==> config.mk <==
export PLATFORM = sky130hd
export DESIGN_NAME = if_fetch
export DESIGN_NICKNAME = d
export VERILOG_FILES = /design/src/rtl/if_fetch_pkg.sv /design/src/rtl/if_fetch_inst_fifo.sv /design/src/rtl/if_fetch.sv
export SDC_FILE = /design/constraint.sdc
export NUM_CORES = 1
export LEC_CHECK = 0
export CAP_MARGIN = 20
export CORE_MARGIN = 8
export CORE_UTILIZATION = 55
export CTS_CLUSTER_SIZE = 40
export DETAILED_ROUTE_END_ITERATION = 8
export DONT_BUFFER_PORTS = 1
export GPL_ROUTABILITY_DRIVEN = 0
export HOLD_SLACK_MARGIN = 0.05
export PLACE_DENSITY = 0.73
export RECOVER_POWER = 25
export SYNTH_ARGS = -nofsm -noshare
export SYNTH_HDL_FRONTEND = slang
export SYNTH_HIERARCHICAL = 1
export SYNTH_SLANG_ARGS = --single-unit
==> constraint.sdc <==
create_clock -name clk -period 5.93 [get_ports clk]
set_input_delay 0 -clock clk [delete_from_list [all_inputs] [get_ports clk]]
set_output_delay 0 -clock clk [all_outputs]
set_load 0.005 [all_outputs]
==> src/rtl/if_fetch_pkg.sv <==
// Shared types and constants for the instruction-fetch stage.
package if_fetch_pkg;

  localparam int INST_ADDR_W = 32;
  localparam int INST_W      = 32;

  localparam logic [INST_ADDR_W-1:0] PC_RESET_VEC = 32'h1c00_0000;

  typedef struct packed {
    logic [INST_ADDR_W-1:0] pc;
    logic [INST_W-1:0]      inst;
  } fetch_entry_t;

  function automatic logic [INST_ADDR_W-1:0] word_align(input logic [INST_ADDR_W-1:0] addr);
    return {addr[INST_ADDR_W-1:2], 2'b00};
  endfunction

endpackage

==> src/rtl/if_fetch_inst_fifo.sv <==
// Small synchronous FIFO of {pc, inst} pairs; the head is visible combinationally
// so a word pushed in cycle t is presented in t+1.
module if_fetch_inst_fifo
  import if_fetch_pkg::*;
#(
  parameter int DEPTH = 2,
  parameter int CW    = $clog2(DEPTH + 1)
) (
  input  logic          clk,
  input  logic          rst,
  input  logic          push,
  input  logic          pop,
  input  logic          flush,
  input  fetch_entry_t  wr_data,
  output fetch_entry_t  rd_data,
  output logic [CW-1:0] count,
  output logic          empty
);

  localparam int PW = (DEPTH > 1) ? $clog2(DEPTH) : 1;

  fetch_entry_t  mem [DEPTH];
  logic [PW-1:0] wr_ptr_reg, rd_ptr_reg;
  logic [CW-1:0] count_reg;
  logic          full, do_push, do_pop;

  assign empty   = (count_reg == '0);
  assign full    = (count_reg == CW'(DEPTH));
  assign count   = count_reg;
  assign do_push = push && !flush && !full;
  assign do_pop  = pop && !flush && !empty;
  assign rd_data = empty ? '0 : mem[rd_ptr_reg];

  always_ff @(posedge clk) begin
    if (rst || flush) begin
      wr_ptr_reg <= '0;
      rd_ptr_reg <= '0;
      count_reg  <= '0;
    end else begin
      if (do_push)
        wr_ptr_reg <= (wr_ptr_reg == PW'(DEPTH - 1)) ? '0 : wr_ptr_reg + 1'b1;
      if (do_pop)
        rd_ptr_reg <= (rd_ptr_reg == PW'(DEPTH - 1)) ? '0 : rd_ptr_reg + 1'b1;
      count_reg <= count_reg + CW'(do_push) - CW'(do_pop);
    end
  end

  // Payload storage carries no reset; occupancy is tracked by count_reg.
  always_ff @(posedge clk) begin
    if (do_push)
      mem[wr_ptr_reg] <= wr_data;
  end

endmodule

==> src/rtl/if_fetch.sv <==
// Instruction-fetch stage: owns the PC, issues credit-limited in-order fetches,
// buffers responses with their PCs and drops responses made stale by a redirect.
module if_fetch
  import if_fetch_pkg::*;
#(
  parameter int                     DEPTH    = 2,
  parameter logic [INST_ADDR_W-1:0] RESET_PC = PC_RESET_VEC
) (
  input  logic                   clk,
  input  logic                   rst,
  input  logic                   redirect_i,
  input  logic [INST_ADDR_W-1:0] redirect_pc_i,
  output logic                   req_valid_o,
  input  logic                   req_ready_i,
  output logic [INST_ADDR_W-1:0] req_addr_o,
  input  logic                   rsp_valid_i,
  input  logic [INST_W-1:0]      rsp_data_i,
  output logic                   valid_o,
  input  logic                   ready_i,
  output logic [INST_ADDR_W-1:0] pc_o,
  output logic [INST_W-1:0]      inst_o
);

  localparam int CW = $clog2(DEPTH + 1);

  logic [INST_ADDR_W-1:0] pc_reg, pc_next;
  logic [INST_ADDR_W-1:0] rsp_pc_reg, rsp_pc_next;
  logic [CW-1:0]          outstanding_reg, outstanding_next;
  logic [CW-1:0]          discard_reg, discard_next;
  logic [CW-1:0]          count;
  logic [CW:0]            in_use;
  logic                   req_fire, push, pop, empty;
  fetch_entry_t           push_entry, head;

  // Credit covers both buffered words and words still in flight.
  assign in_use      = {1'b0, count} + {1'b0, outstanding_reg};
  assign req_valid_o = !rst && !redirect_i && (in_use < (CW + 1)'(DEPTH));
  assign req_addr_o  = word_align(pc_reg);
  assign req_fire    = req_valid_o && req_ready_i;

  assign push       = rsp_valid_i && !redirect_i && (discard_reg == '0);
  assign pop        = valid_o && ready_i && !redirect_i;
  assign push_entry = {rsp_pc_reg, rsp_data_i};

  assign valid_o = !empty;
  assign pc_o    = head.pc;
  assign inst_o  = head.inst;

  always_comb begin
    pc_next          = pc_reg;
    rsp_pc_next      = rsp_pc_reg;
    discard_next     = discard_reg;
    outstanding_next = outstanding_reg + CW'(req_fire) - CW'(rsp_valid_i);
    if (redirect_i) begin
      // Everything still in flight belongs to the old path.
      pc_next      = word_align(redirect_pc_i);
      rsp_pc_next  = word_align(redirect_pc_i);
      discard_next = outstanding_next;
    end else begin
      if (req_fire)
        pc_next = pc_reg + 32'd4;
      if (push)
        rsp_pc_next = rsp_pc_reg + 32'd4;
      if (rsp_valid_i && (discard_reg != '0))
        discard_next = discard_reg - 1'b1;
    end
  end

  always_ff @(posedge clk) begin
    if (rst) begin
      pc_reg          <= RESET_PC;
      rsp_pc_reg      <= RESET_PC;
      outstanding_reg <= '0;
      discard_reg     <= '0;
    end else begin
      pc_reg          <= pc_next;
      rsp_pc_reg      <= rsp_pc_next;
      outstanding_reg <= outstanding_next;
      discard_reg     <= discard_next;
    end
  end

  if_fetch_inst_fifo #(
    .DEPTH (DEPTH),
    .CW    (CW)
  ) u_inst_fifo (
    .clk     (clk),
    .rst     (rst),
    .push    (push),
    .pop     (pop),
    .flush   (redirect_i),
    .wr_data (push_entry),
    .rd_data (head),
    .count   (count),
    .empty   (empty)
  );

  a_rsp_has_request: assert property (@(posedge clk) disable iff (rst)
    rsp_valid_i |-> (outstanding_reg != '0));

  a_credit_bound: assert property (@(posedge clk) disable iff (rst)
    in_use <= (CW + 1)'(DEPTH));

endmodule

==> metrics.csv <==
stage;metric;value;unit
cells_and_area;most_used_cells_in_the_layout_excluding_fill_and_tap_cells;sky130_fd_sc_hd__edfxtp_1 (128), sky130_fd_sc_hd__nor2_1 (85), sky130_fd_sc_hd__dlygate4sd3_1 (72), sky130_fd_sc_hd__dfxtp_1 (68), sky130_fd_sc_hd__mux2i_1 (66);
timing;final_max_slew_viol_count;0;
yosys;async_flop_share;0;%
clock_network;htree_levels;4;
routing;first_drt_iteration_drcs;492;
yosys;number_of_enable_type_register_cells_in_the_synthesized_netlist;128;
routing;num_vias;6681;
global_routing;first_global_vias;6723;
job;max_cap_viol_count;0;
yosys;synthesis.instances;785;
power_and_ir_drop;vdd_drop_max;0.198;mV
routing;ant_nets;0;
timing;post-route-worst-setup-slack;2.38;ns
timing;max_fclk;0.281;GHz
routing;detail_route.drc_violations;0;
placed_design;placement.cell_area;9160;µm²
timing;rsz0062_at_grt;no;
yosys;synth_seq_cells;197;
floorplanning;fp.coreArea;16300;µm²
floorplanning;i_o_pin_cnt;168;
yosys;area_share_of_the_largest_cell_type_after_synthesis;42.3;%
routing;dr.pass1.iters;6;
cells_and_area;layoutNonFillerInstCount;1072;
timing;layout_worst_path_cycle_share;59.9;%
cells_and_area;final_layout_size_suffix_gt1_share;5.77;%
power_and_ir_drop;static-leakage-power;3.34;nW
routing;sum_of_routed_wire_length_over_all_layers;22600;µm
setup_path;reg2reg_to;pc_reg[11];
routing;vias_per_cell;6.23;
timing;fin_skew;0.00913;ns
outcome;run_status;finished, final reports clean;
routing;routedWlPerCell;21.0;µm
placed_design;post-dp-hpwl;14400;µm
yosys;synth_top_area_cell;sky130_fd_sc_hd__edfxtp_1;
floorplanning;fp.dieW;145;µm
setup_path;regToRegSetupSlack;2.38;ns
floorplanning;dieArea;20900;µm²
setup_path;startpoint_kind_of_the_worst_setup_timing_path;register;
timing;clock_period_minus_worst_slack;3.55;ns
floorplanning;die_height;145;µm
timing;timing.final.setup_violations;0;
cells_and_area;area_growth;15.6;%
placed_design;port_buffers;0;
setup_path;arrival_time_reported_for_the_critical_path_endpoint;3.93;ns
hold_path;worstHoldEndpoint;req_valid_o;
cells_and_area;stdcell_area;10500;µm²
clock_network;insertion_delay;0.43;ns
yosys;mappedNetlistArea;9100;µm²
global_routing;grt_pass1_wl;35500;µm
timing;worst_hold_slack_after_final_layout;0.0590;ns
setup_path;critical_path.slowest_cell;sky130_fd_sc_hd__nor3b_2;
cells_and_area;largest_reg_flops;128;
yosys;synth_flop_type;sky130_fd_sc_hd__edfxtp_1;
timing;setup_total_negative_slack;0;ns
global_routing;global_route.usage.total;22.0;%
yosys;post_synth_main_area_contributors;sky130_fd_sc_hd__edfxtp_1 (42%), sky130_fd_sc_hd__dfxtp_1 (15%), sky130_fd_sc_hd__mux2i_1 (7.3%), sky130_fd_sc_hd__nor2_1 (3.5%), sky130_fd_sc_hd__o31a_1 (2.7%);
setup_path;r2r_cells;7;
setup_path;critical_path_rt;6.31;ns
yosys;yosys_warnings;6;
setup_path;endpoint_kind;register;
power_and_ir_drop;power_density;282;nW/µm²
clock_network;cts_tree;yes;
setup_path;start_to_end_type_of_the_worst_setup_path;register to register;
timing;timing_hold_violations_final;0;
cells_and_area;final_core_util;64.4;%
timing;tightestPinTransition;1.17;ns
hold_path;timing.hold.worst.start;rst;
clock_network;tritoncts.num_buffers;17;
floorplanning;initial_utilization;55.6;%
clock_network;cts_setup_buffers;0;
yosys;ys_seq_area_share;57.4;%
setup_path;r2r_start;u_inst_fifo/count[0];
clock_network;holdBufCountCts;74;
cells_and_area;layout.cells.most_common;sky130_fd_sc_hd__edfxtp_1;
placed_design;dp_slack;2.46;ns
timing;slew-limit-headroom;20.7;%
setup_path;top_cell_family_by_delay_on_the_critical_path;simple AND/OR/NAND/NOR gates;
hold_path;hold-path-cell-count;1;
clock_network;cts.root.buffer_cell;sky130_fd_sc_hd__clkbuf_16;
yosys;post_synthesis_cell_type_count;64;
global_routing;gr-total-overflow;0;
cells_and_area;num-nets-final;913;
clock_network;cts-root-to-sink-buffers;2;
clock_network;cts_sinks;197;
yosys;post_synth.cell_area_avg;11.6;µm²
global_routing;grt_max_degree;66;
setup_path;crit_fanout;10;
setup_path;timing.critical_path.slowest_cell_delay;0.65;ns
setup_path;critical_path_buf_inv_count;1;
clock_network;cts_repair_resize_count;0;
floorplanning;num_rows;47;
global_routing;grt_antenna_before_repair;2;
power_and_ir_drop;total_power;2.96;mW
clock_network;clk_pin_slew_worst_paths;0.07;ns
placed_design;post-place-cells;963;
hold_path;hold_path.class;input pin to output port;
setup_path;worstPathCellList;and2_1 -> fa_1 -> nor3b_2 -> nand2_1 -> or4_1 -> a31oi_1 -> dlygate4sd3_1;
[cell usage after synthesis (13+ instances only)]
| cell type | count |
|---|---|
| sky130_fd_sc_hd__nand4_1 | 19 |
| sky130_fd_sc_hd__nor2_1 | 86 |
| sky130_fd_sc_hd__o31a_1 | 28 |
| sky130_fd_sc_hd__a31oi_1 | 13 |
| sky130_fd_sc_hd__clkbuf_1 | 30 |
| sky130_fd_sc_hd__edfxtp_1 | 128 |
| sky130_fd_sc_hd__o21ai_0 | 18 |
| sky130_fd_sc_hd__nand2_1 | 37 |
| sky130_fd_sc_hd__nand3_1 | 32 |
| sky130_fd_sc_hd__mux2i_1 | 66 |
| sky130_fd_sc_hd__nor4_1 | 23 |
| sky130_fd_sc_hd__nor3_1 | 21 |
| sky130_fd_sc_hd__dfxtp_1 | 69 |
| sky130_fd_sc_hd__o21a_1 | 14 |
| sky130_fd_sc_hd__and4_1 | 14 |
[layout make-up]
cell class | instances | area, µm²
inverter | 11 | 41.3
fill | 1227 | 5830
sequential | 197 | 5230
multi-input combinational | 531 | 3580
tap | 220 | 275
timing repair buffer | 78 | 791
clock buffer | 20 | 448
antenna | 3 | 7.51
clock inverter | 12 | 146
[worst register-to-register path, cell delays in order, from the launching register on]
cell and delay (ns):
sky130_fd_sc_hd__dfxtp_1 0.54, sky130_fd_sc_hd__and2_1 0.21, sky130_fd_sc_hd__fa_1 0.47, sky130_fd_sc_hd__nor3b_2 0.65
sky130_fd_sc_hd__nand2_1 0.34, sky130_fd_sc_hd__or4_1 0.57, sky130_fd_sc_hd__a31oi_1 0.16, sky130_fd_sc_hd__dlygate4sd3_1 0.56
[power by group]
group	internal (mW)	switching, mW
clock	0.660	0.490
combinational	0.105	0.124
sequential	1.52	0.0653
[how the worst max path moves through the flow]
stage,from,to,slack [ns],cells after the start
finish,u_inst_fifo/count[0],pc_reg[11],2.38,7
global route,u_inst_fifo/count[0],discard_reg[1],2.24,11
CTS,u_inst_fifo/count[0],discard_reg[1],2.42,11
detailed placement,u_inst_fifo/count[0],discard_reg[1],2.46,11
global placement,u_inst_fifo/count[0],discard_reg[1],2.55,11
floorplan,discard_reg[0],u_inst_fifo/mem[1][0],1.84,6
[logic make-up after synthesis]
group                    synth area share [%]
AND/OR/NAND/NOR                          17.5
buffers and inverters                    3.73
AO/OA/AOI/OAI                            11.1
other                                  0.0412
XOR/XNOR                                 1.83
adder cells (fa/ha/maj)                  1.05
flip-flops                               57.4
multiplexers                             7.39
[routing by layer]
layer / part of all wire (%) / routed length (µm) / global-route usage (%) / vias to the layer above
li1: - / - / - / 3111
met1: 41 / 9170 / 26.6 / 3211
met2: 48 / 10700 / 35.7 / 320
met3: 9.5 / 2150 / 6.64 / 39
met4: 2.2 / 503 / 9.42 / 0
met5: 0 / 0 / 0 / -
(Power assumes the default switching activity.)
